### src/rtl/result_fifo_pkg.sv
// Shared types and constants for the inverter result FIFO.
package result_fifo_pkg;

  localparam int DATA_W        = 32;
  localparam int DEFAULT_DEPTH = 4;

  typedef logic [DATA_W-1:0] word_t;

  // Pointer width for a given entry count; never narrower than one bit.
  function automatic int ptr_width(input int depth);
    return (depth > 1) ? $clog2(depth) : 1;
  endfunction

endpackage

### src/rtl/result_fifo_mem.sv
// Register-array storage for the result FIFO: synchronous write port,
// combinational (show-ahead) read port. Contents are never reset.
module result_fifo_mem
  import result_fifo_pkg::*;
#(
  parameter int DEPTH = DEFAULT_DEPTH,
  parameter int WIDTH = DATA_W,
  parameter int AW    = ptr_width(DEPTH)
) (
  input  logic             clk,
  input  logic             wr_en,
  input  logic [AW-1:0]    wr_addr,
  input  logic [WIDTH-1:0] wr_data,
  input  logic [AW-1:0]    rd_addr,
  output logic [WIDTH-1:0] rd_data
);

  logic [WIDTH-1:0] mem [DEPTH];

  // Store the incoming entry at the write address on an accepted push.
  always_ff @(posedge clk) begin
    if (wr_en) begin
      mem[wr_addr] <= wr_data;
    end
  end

  // Head entry is presented without a register stage.
  always_comb begin
    rd_data = mem[rd_addr];
  end

endmodule

### src/rtl/result_fifo_32bit.sv
// Synchronous show-ahead FIFO holding 32-bit inverter results with a
// valid/ready handshake on both sides. Occupancy comes from a dedicated
// count register rather than pointer comparison.
// Optional feature macro: RESULT_FIFO_PARITY_EN (adds a stored even-parity
// bit per entry and the out_parity port).
module result_fifo_32bit
  import result_fifo_pkg::*;
#(
  parameter int DEPTH  = DEFAULT_DEPTH,
  parameter int DATA_W = result_fifo_pkg::DATA_W
) (
  input  logic                     clk,
  input  logic                     rst,
  input  logic                     in_valid,
  output logic                     in_ready,
  input  logic [31:0]              in_data,
  output logic                     out_valid,
  input  logic                     out_ready,
  output logic [31:0]              out_data,
  output logic [$clog2(DEPTH):0]   count,
  output logic                     full,
  output logic                     empty
`ifdef RESULT_FIFO_PARITY_EN
  ,output logic                    out_parity
`endif
);

  localparam int AW = ptr_width(DEPTH);
  localparam int CW = $clog2(DEPTH) + 1;
  localparam logic [CW-1:0] DEPTH_C = CW'(DEPTH);

`ifdef RESULT_FIFO_PARITY_EN
  localparam int MEM_W = 32 + 1;
`else
  localparam int MEM_W = 32;
`endif

  if (DEPTH < 2 || (DEPTH & (DEPTH - 1)) != 0) begin : g_bad_depth
    $error("result_fifo_32bit: DEPTH must be a power of two and at least 2");
  end

  logic [AW-1:0]    wr_ptr;
  logic [AW-1:0]    rd_ptr;
  logic [CW-1:0]    count_q;
  logic             push;
  logic             pop;
  logic [MEM_W-1:0] wr_entry;
  logic [MEM_W-1:0] rd_entry;

  // Flags and handshakes derive from registered occupancy only.
  always_comb begin
    full      = (count_q == DEPTH_C);
    empty     = (count_q == '0);
    in_ready  = !full;
    out_valid = !empty;
    count     = count_q;
    push      = in_valid && in_ready;
    pop       = out_valid && out_ready;
  end

  // Build the stored entry; the parity bit rides above the data word.
  always_comb begin
`ifdef RESULT_FIFO_PARITY_EN
    wr_entry = {^in_data, in_data};
`else
    wr_entry = in_data;
`endif
  end

  // Pointer and occupancy tracking; reset wins over any handshake.
  always_ff @(posedge clk) begin
    if (rst) begin
      wr_ptr  <= '0;
      rd_ptr  <= '0;
      count_q <= '0;
    end else begin
      if (push) begin
        wr_ptr <= wr_ptr + 1'b1;
      end
      if (pop) begin
        rd_ptr <= rd_ptr + 1'b1;
      end
      case ({push, pop})
        2'b10:   count_q <= count_q + 1'b1;
        2'b01:   count_q <= count_q - 1'b1;
        default: count_q <= count_q;
      endcase
    end
  end

  result_fifo_mem #(
    .DEPTH (DEPTH),
    .WIDTH (MEM_W),
    .AW    (AW)
  ) u_mem (
    .clk     (clk),
    .wr_en   (push && !rst),
    .wr_addr (wr_ptr),
    .wr_data (wr_entry),
    .rd_addr (rd_ptr),
    .rd_data (rd_entry)
  );

  // Split the head entry back into data and (optionally) parity.
  always_comb begin
    out_data = rd_entry[31:0];
`ifdef RESULT_FIFO_PARITY_EN
    out_parity = rd_entry[32];
`endif
  end

endmodule
### config.mk
export PLATFORM = sky130hd
export DESIGN_NAME = result_fifo_32bit
export DESIGN_NICKNAME = d
export VERILOG_FILES = /design/src/rtl/result_fifo_pkg.sv /design/src/rtl/result_fifo_mem.sv /design/src/rtl/result_fifo_32bit.sv
export SDC_FILE = /design/constraint.sdc
export NUM_CORES = 1
export LEC_CHECK = 0
export ABC_CLOCK_PERIOD_IN_PS = 4950
export BUFFER_PORTS_ARGS = -buffer_cell sky130_fd_sc_hd__clkbuf_2
export CAP_MARGIN = 20
export CORE_UTILIZATION = 56
export CTS_CLUSTER_SIZE = 30
export DETAILED_ROUTE_END_ITERATION = 16
export PLACE_DENSITY = 0.79
export SLEW_MARGIN = 20
export SYNTH_ARGS = -nofsm -noshare
export SYNTH_HDL_FRONTEND = slang
export SYNTH_HIERARCHICAL = 1
export SYNTH_SLANG_ARGS = --single-unit
### constraint.sdc
create_clock -name clk -period 4.95 [get_ports clk]
set_input_delay 0.2475 -clock clk [delete_from_list [all_inputs] [get_ports clk]]
set_output_delay 0.2475 -clock clk [all_outputs]
set_load 0.005 [all_outputs]
# ---- After elaboration in Yosys (flattened, before gate mapping)
# Memories as Yosys holds them, arrays and structs flattened. A register that Yosys moved wholly into a read port is not among the register bits.
# Cells that the tools add are included.
dict set report op_classes {
  n_addsub 4
  eq_ne 3
  mux 5
  reduce_logical 8
}
# op n
set op_table {}
lappend op_table {{$pmux W3 S2} 1}
lappend op_table {{$add A2 B1 Y2 const B} 2}
lappend op_table {{$mux W2} 2}
lappend op_table {{$add A3 B1 Y3 const B} 1}
lappend op_table {{$eq A3 B3 Y1 const B} 1}
lappend op_table {{$logic_and A1 B1 Y1} 3}
lappend op_table {{$logic_not A1 Y1} 3}
lappend op_table {{$logic_not A3 Y1} 1}
lappend op_table {{$sub A3 B1 Y3 const B} 1}
lappend op_table {{$eq A2 B1 Y1 const B} 1}
lappend op_table {{$eq A2 B2 Y1 const B} 1}
lappend op_table {{$mux W1} 2}
lappend op_table {{$reduce_bool A2 Y1} 1}
dict set report totals {
  ff_bits 7
  mem_bits_rw 128
  input_bits 36
  out_inout_bits 39
  wordCells 24
  n_memories 1
}
# name depth width read_ports rd_ports_with_merged_regs wr line_no
set memory_table {}
lappend memory_table {u_mem.mem 4 32 1 1 1 result_fifo_mem.sv:18} ;# logic [WIDTH-1:0] mem [DEPTH];

# ---- Longest topological paths before layout
# Gate-level depths: netlist of run 1.
dict set report depth {
  ltp_word 6
  mapped_depth 8
  depth_no_buf 8
}

# ---- By module
# Netlist of run 1, hierarchy kept.
# module instances cells_each area_per_inst_um2
set by_module_without_submodules {}
lappend by_module_without_submodules {result_fifo_mem 1 171 4689.5}
lappend by_module_without_submodules {result_fifo_32bit 1 43 379.1}

# ---- Worst setup path before layout of run 1
# No wires, ideal clock.
dict set report synth_path {
  kind {register -> register}
  from {register count_q[2], in the netlist count[2]}
  to {memory u_mem/mem[0][0] in the netlist's numbering, enable pin}
  setup_ns 0.468
  t_arrival_ns 3.215
  slack_ns 1.267
  stages_incl_launch_ff 5
  path_buffers 0
  path_cell_list {dfxtp_1 > or3b_4 > nand2_4 > nor2_1 > nor3b_1}
}
dict set report synth_via {
  elab_chain_len 6
}
# element line_no
set synth_rtl {}
lappend synth_rtl {{start: declaration} result_fifo_32bit.sv:44} ;# logic [CW-1:0] count_q;
lappend synth_rtl {{start signal: assignment} result_fifo_32bit.sv:84} ;# 2'b10: count_q <= count_q + 1'b1;
lappend synth_rtl {{start signal: assignment} result_fifo_32bit.sv:85} ;# 2'b01: count_q <= count_q - 1'b1;
lappend synth_rtl {{start signal: assignment} result_fifo_32bit.sv:86} ;# default: count_q <= count_q;
lappend synth_rtl {{$eq A3 B3 Y1} result_fifo_32bit.sv:52} ;# full = (count_q == DEPTH_C);
lappend synth_rtl {{$logic_not A1 Y1} result_fifo_32bit.sv:54} ;# in_ready = !full;
lappend synth_rtl {{named net in_ready} result_fifo_32bit.sv:15} ;# output logic in_ready,
lappend synth_rtl {{$logic_and A1 B1 Y1} result_fifo_32bit.sv:57} ;# push = in_valid && in_ready;
lappend synth_rtl {{$logic_and A1 B1 Y1} result_fifo_32bit.sv:97} ;# .wr_en (push && !rst),
lappend synth_rtl {{$mux W1} result_fifo_mem.sv:22} ;# if (wr_en) begin
lappend synth_rtl {{$mux W1 (not written as such)} result_fifo_mem.sv:23} ;# mem[wr_addr] <= wr_data;
lappend synth_rtl {{end: declaration} result_fifo_mem.sv:18}
# The timed path passes the listed nets, and every way through them passes these cells.

==> results of run 1 <==
-- state kept, by name, summed over array words and instances, names as in the netlist --
register,count
rd_ptr,2
wr_ptr,2
count,3
u_mem/mem,128
-- routing by layer --
metal / GRT usage, % / share of wire (%) / vias to the layer above
li1: - / - / 1134
met1: 27.3 / 41 / 1271
met2: 35.6 / 53 / 83
met3: 6.69 / 4.4 / 9
met4: 8.73 / 1.1 / 0
met5: 0 / 0 / -
-- synth_stat cells (2+ instances only) --
cell	count	area, um2
edfxtp_1	128	3840
mux4_2	30	676
dfxtp_1	7	140
nor2_1	7	26.3
inv_1	5	18.8
a21oi_1	3	15.0
buf_12	3	60.1
buf_2	3	15.0
xor2_1	3	26.3
and3b_1	2	17.5
mux2_1	2	22.5
mux4_1	2	52.6
nor2b_1	2	12.5
o21ai_0	2	10.0
or3_1	2	12.5
-- cell usage in the layout, fill, tap and decap left out, types with 3 or more instances in the layout --
cell type	n
dlygate4sd3_1	32
xor2_1	3
nor2_1	7
dfxtp_1	5
clkinv_2	3
clkbuf_2	74
clkbuf_16	16
a21oi_1	3
edfxtp_1	128
inv_1	5
bufinv_16	3
mux4_2	30
clkinvlp_4	3
-- power by group --
group	switching, mW	internal, mW
combinational	0.266	0.329
clock	0.459	0.771
sequential	0.0634	1.33
-- final timing paths --
path	startpoint	endpoint	slack, ns	cells past startpoint
worst max register to register	count[0]	u_mem/mem[0][29]	2.59	5
worst min-delay path	rst	rd_ptr[0]	0.04	2
worst max-delay path	rd_ptr[0]	out_data[0]	2.42	3
worst min register to register	count[2]	count[2]	0.54	2
-- worst register-to-register path: stages (launching register included) --
cell and delay [ns]:
dfxtp_1 0.44, or3b_4 0.22, nand2_4 0.06, nor2_1 0.16, nor3b_2 0.65, buf_4 0.46
-- kinds of logic (layout without fill, tap and decap cells) --
kind of cell    after synthesis  count (layout)  synth area share [%]
flops                       135             135                  78.6
mux                          34              34                  14.8
simple gates                 20              20                  2.57
buf+inv                      14             146                  2.22
compound gates                6               6                 0.642
xor+xnor                      3               3                 0.518
fa+ha+maj                     2               2                 0.642
-- final cells by class --
class | instances | area (um2) | share of cell area [%]
clock inverter | 14 | 174 | 2.71
clock buffer | 18 | 418 | 6.51
tap | 108 | 135 | 2.10
timing repair buffer | 108 | 706 | 11.0
inverter | 6 | 22.5 | 0.351
sequential | 135 | 3990 | 62.1
multi-input combinational | 65 | 981 | 15.3
==> impl_metrics.csv, run 1 <==
group,metric,value,unit
status,outcome,"finished, final reports clean",
clock_network,cts_resized,0,
final_layout,n_antenna_cell,0,
synth,syn_inst,214,
global_routing,antenna_found_initial,0,
setup_path,timing.critical_path.buf_inv,2,
sta,final.setup.worst_slack,2.42,ns
setup_path,crit_slowest_cell,"mux4_1",
synth,synthArstFlopShare,0,%
clock_network,postCtsHoldBufs,32,
placement,dp_slack,2.59,ns
power_and_ir_drop,p_per_area,501,nW/um2
clock_network,cts_sinks,135,
synth,ys.flop_type,"edfxtp_1",
placement,numPortBuffers,74,
floorplanning,dieArea,9440,um2
final_layout,stdcell_count,454,
clock_network,clkTransAtPathRegs,0.06,ns
sta,worstMarginPinSlew,0.870,ns
placement,place_congestion,0.719,
drt,vias_per_cell,5.50,
setup_path,path_class,"flop to output pin",
drt,first_pass_iters,4,
floorplanning,io_pins,75,
global_routing,grt_overflow,0,
setup_path,cp_cell_sequence,"buf_4 > mux4_1 > clkbuf_2",
placement,placed_cells,390,
setup_path,arrival,2.28,ns
global_routing,grt_pass1_wl,14.5,mm
final_layout,area_delta_synth_final,26.7,%
final_layout,drive_gt1_share,42.8,%
placement,dp_hpwl,5.01,mm
floorplanning,start_util,58.1,%
sta,hold_viol,0,
sta,fin_skew,0.0122,ns
global_routing,grt_max_degree,35,
clock_network,clockBufferDepth,2,
drt,postRouteAntennaNets,0,
power_and_ir_drop,leakage,2.26,nW
clock_network,h-tree-depth,4,
synth,yosys_warnings,6,
clock_network,postCtsSetupBuffers,0,
power_and_ir_drop,total_power,3.21,mW
floorplanning,rows,34,
synth,seq_area_frac_synth,78.6,%
sta,grt_setup_unrepaired,"false",
sta,slew_headroom,42.0,%
final_layout,final_area,6420,um2
drt,routed_wl,9.26,mm
drt,first_iter_violations,136,
setup_path,critPathMaxStageDelay,0.64,ns
floorplanning,die_h,97.1,um
setup_path,critPathTopFamily,"buffers and inverters",
sta,finalCritPeriodShare,51.1,%
synth,ys_ff_latch,135,
clock_network,cts_made_buffers,17,
drt,post-route-drc-count,0,
setup_path,crit_fanout,27,
synth,syn-cell-area,5070,um2
drt,wire_per_inst,20.4,um
sta,fmax,395,MHz
sta,maxSlewViolCount,0,
sta,period_needed,2.53,ns
flow_run,max-cap-violations,0,
setup_path,cp-start-kind,"flop",
min_path,min_path_type,"input pin to flop",
setup_path,cp-end-kind,"output pin",
sta,hold_ws,0.0371,ns
clock_network,cts_tree,"done",
floorplanning,core_area,8720,um2
synth,syn_nets,252,
synth,synth.distinct_cells,28,
final_layout,num-fill-cells,502,
drt,vias,2497,
synth,synth_area_per_cell,23.7,um2
power_and_ir_drop,irDropWorstVdd,0.000289,V
synth,synth_edf_count,128,
clock_network,insertion_delay,0.51,ns
sta,finalSetupViolCount,0,
placement,dpl_cell_area,5510,um2
floorplanning,fp.dieW,97.1,um
setup_path,required,4.70,ns
final_layout,layout.nets,371,
clock_network,clock-root-buffer,"clkbuf_8",
global_routing,grt_pass1_vias,2648,
final_layout,utilization,73.6,%
sta,finalSetupTns,0,ns
global_routing,grtUsageTotal,21.7,%
No activity file was read; power rests on OpenSTA's default activity.
==> run 2: changes to the inputs <==
- ABC_CLOCK_PERIOD_IN_PS: 4950 -> 2300
- CORE_UTILIZATION: 56 -> 51
- PLACE_DENSITY: 0.79 -> 0.75
- clock period: 4.95 -> 2.3 ns (I/O delays scaled with it)
==> run 2 against run 1 <==
First-iteration DRC count is 34% lower. Critical path depth is 5 higher. Via count is 1.3% higher. Non-clock buffer count is 8 higher. Power is 120% higher.
==> impl_metrics.csv, run 2 (synthesis results as in run 1) <==
group,metric,value,unit
sta,period_needed,2.19,ns
floorplanning,core_area,9680,um2
setup_path,critPathMaxStageDelay,0.43,ns
sta,worstMarginPinSlew,0.905,ns
final_layout,largest_register_ffs,128,
placement,numPortBuffers,74,
final_layout,layout.nets,379,
min_path,min_to,"rd_ptr[0]",
min_path,whs_path_depth,4,
drt,first_pass_iters,4,
setup_path,cp_cell_sequence,"or3b_4 > nand2_4 > ha_2 > inv_1 > fa_1 > xor2_1 > or3_1 > a21oi_1",
clock_network,clock-root-buffer,"clkbuf_8",
setup_path,critPathTopFamily,"simple AND/OR/NAND/NOR gates",
floorplanning,io_pins,75,
global_routing,antenna_found_initial,0,
global_routing,grt_max_degree,35,
floorplanning,fp.dieW,102,um
clock_network,cts_made_buffers,17,
setup_path,cp-end-kind,"flop",
sta,finalSetupViolCount,0,
global_routing,grtUsageTotal,18.5,%
drt,first_iter_violations,90,
sta,hold_viol,0,
setup_path,r2r_start,"count[0]",
setup_path,crit_slowest_cell,"or3b_4",
setup_path,cp-start-kind,"flop",
clock_network,clkTransAtPathRegs,0.06,ns
floorplanning,rows,36,
sta,finalCritPeriodShare,95.4,%
final_layout,final_cell_mix,"128 x edfxtp_1, 74 x clkbuf_2, 35 x dlygate4sd3_1",
power_and_ir_drop,leakage,2.28,nW
final_layout,final_common_cell,"edfxtp_1",
power_and_ir_drop,total_power,6.96,mW
floorplanning,start_util,52.3,%
final_layout,utilization,67.6,%
clock_network,insertion_delay,0.50,ns
drt,vias,2529,
final_layout,n_antenna_cell,0,
clock_network,cts_sinks,135,
drt,vias_per_cell,5.20,
clock_network,cts_tree,"done",
sta,hold_ws,0.0239,ns
final_layout,drive_gt1_share,43.9,%
setup_path,path_class,"flop to flop",
placement,place_congestion,0.735,
clock_network,h-tree-depth,4,
sta,maxSlewViolCount,0,
sta,finalSetupTns,0,ns
setup_path,startpoint,"count[0]",
sta,fmax,456,MHz
setup_path,r2r_slack,0.11,ns
power_and_ir_drop,irDropWorstVdd,0.000584,V
setup_path,crit_fanout,6,
final_layout,num-fill-cells,645,
setup_path,r2r-end,"count[2]",
setup_path,required,2.73,ns
sta,grt_setup_unrepaired,"false",
global_routing,grt_pass1_vias,2600,
power_and_ir_drop,p_per_area,1060,nW/um2
setup_path,ff2ff_path_depth,8,
final_layout,top_register,"u_mem/mem",
min_path,min_path_type,"input pin to flop",
final_layout,area_delta_synth_final,29.1,%
drt,routed_wl,8.69,mm
sta,fin_skew,0.00410,ns
drt,wire_per_inst,17.9,um
floorplanning,dieArea,10300,um2
placement,dp_hpwl,4.97,mm
flow_run,max-cap-violations,0,
status,outcome,"finished, final reports clean",
sta,slew_headroom,39.7,%
min_path,worstHoldStart,"out_ready",
global_routing,grt_overflow,0,
drt,postRouteAntennaNets,0,
floorplanning,die_h,102,um
setup_path,timing.critical_path.buf_inv,1,
drt,post-route-drc-count,0,
setup_path,arrival,2.62,ns
global_routing,grt_pass1_wl,13.3,mm
clock_network,clockBufferDepth,2,
run 2: cell count changes in the layout (fill, tap and decap cells not counted), sizes merged:
| cell | change |
|---|---|
| buf | +5 |
| clkbuf | -1 |
| clkinv | -2 |
| clkinvlp | +4 |
| dlygate4sd3 | +3 |
| inv | -2 |
run 2: how the worst max path moves through the flow:
stage	endpoint	slack [ns]	depth (start not counted)
2_1_floorplan	u_mem/mem[0][0]	0.18	4
3_3_place_gp	count[2]	0.14	8
6_report	count[2]	0.11	8
3_5_place_dp	count[2]	0.06	8
4_1_cts	count[2]	0.04	8
5_1_grt	count[2]	0.02	8
run 2: tightest hold or removal path, cell delays in order:
cell and delay [ns]:
clkbuf_2 0.09, o31ai_1 0.10, xor2_1 0.08, nor2_1 0.10
run 2: per-stage QoR:
| step | instances | setup slack (ns) | instance area (um2) |
|---|---|---|---|
| 2_1_floorplan | 214 | 0.177 | 5080 |
| 3_3_place_gp | 419 | 0.140 | 5590 |
| 3_5_place_dp | 419 | 0.0649 | 5590 |
| 4_1_cts | 485 | 0.0379 | 6530 |
| 5_1_grt | 486 | 0.0172 | 6540 |
| 6_report | 486 | 0.106 | 6540 |
run 2: repair_timing:
action                     in CTS  in global routing
resized for setup               0                  2
hold buffers                   35                  0
setup endpoints to repair       0                  1
hold endpoints to repair      135                  0
buffers inserted                0                  1
run 2: cell type report:
type | instances | area (um2) | share of cell area, %
sequential | 135 | 3990 | 60.9
multi-input combinational | 65 | 990 | 15.1
timing repair buffer | 116 | 786 | 12.0
clock buffer | 17 | 414 | 6.33
clock inverter | 14 | 178 | 2.72
tap | 133 | 166 | 2.54
inverter | 6 | 22.5 | 0.344
run 2: metal layers:
metal	GRT usage [%]	vias up	wire (um)
met3	5.80	9	310
met4	7.02	0	94
li1	-	1146	-
met1	22.8	1308	3720
met2	30.8	66	4560
met5	0	-	0
run 2: power by group:
group	internal, mW	switching, mW	total, mW
clock	1.65	0.986	2.63
combinational	0.761	0.599	1.36
sequential	2.85	0.108	2.96
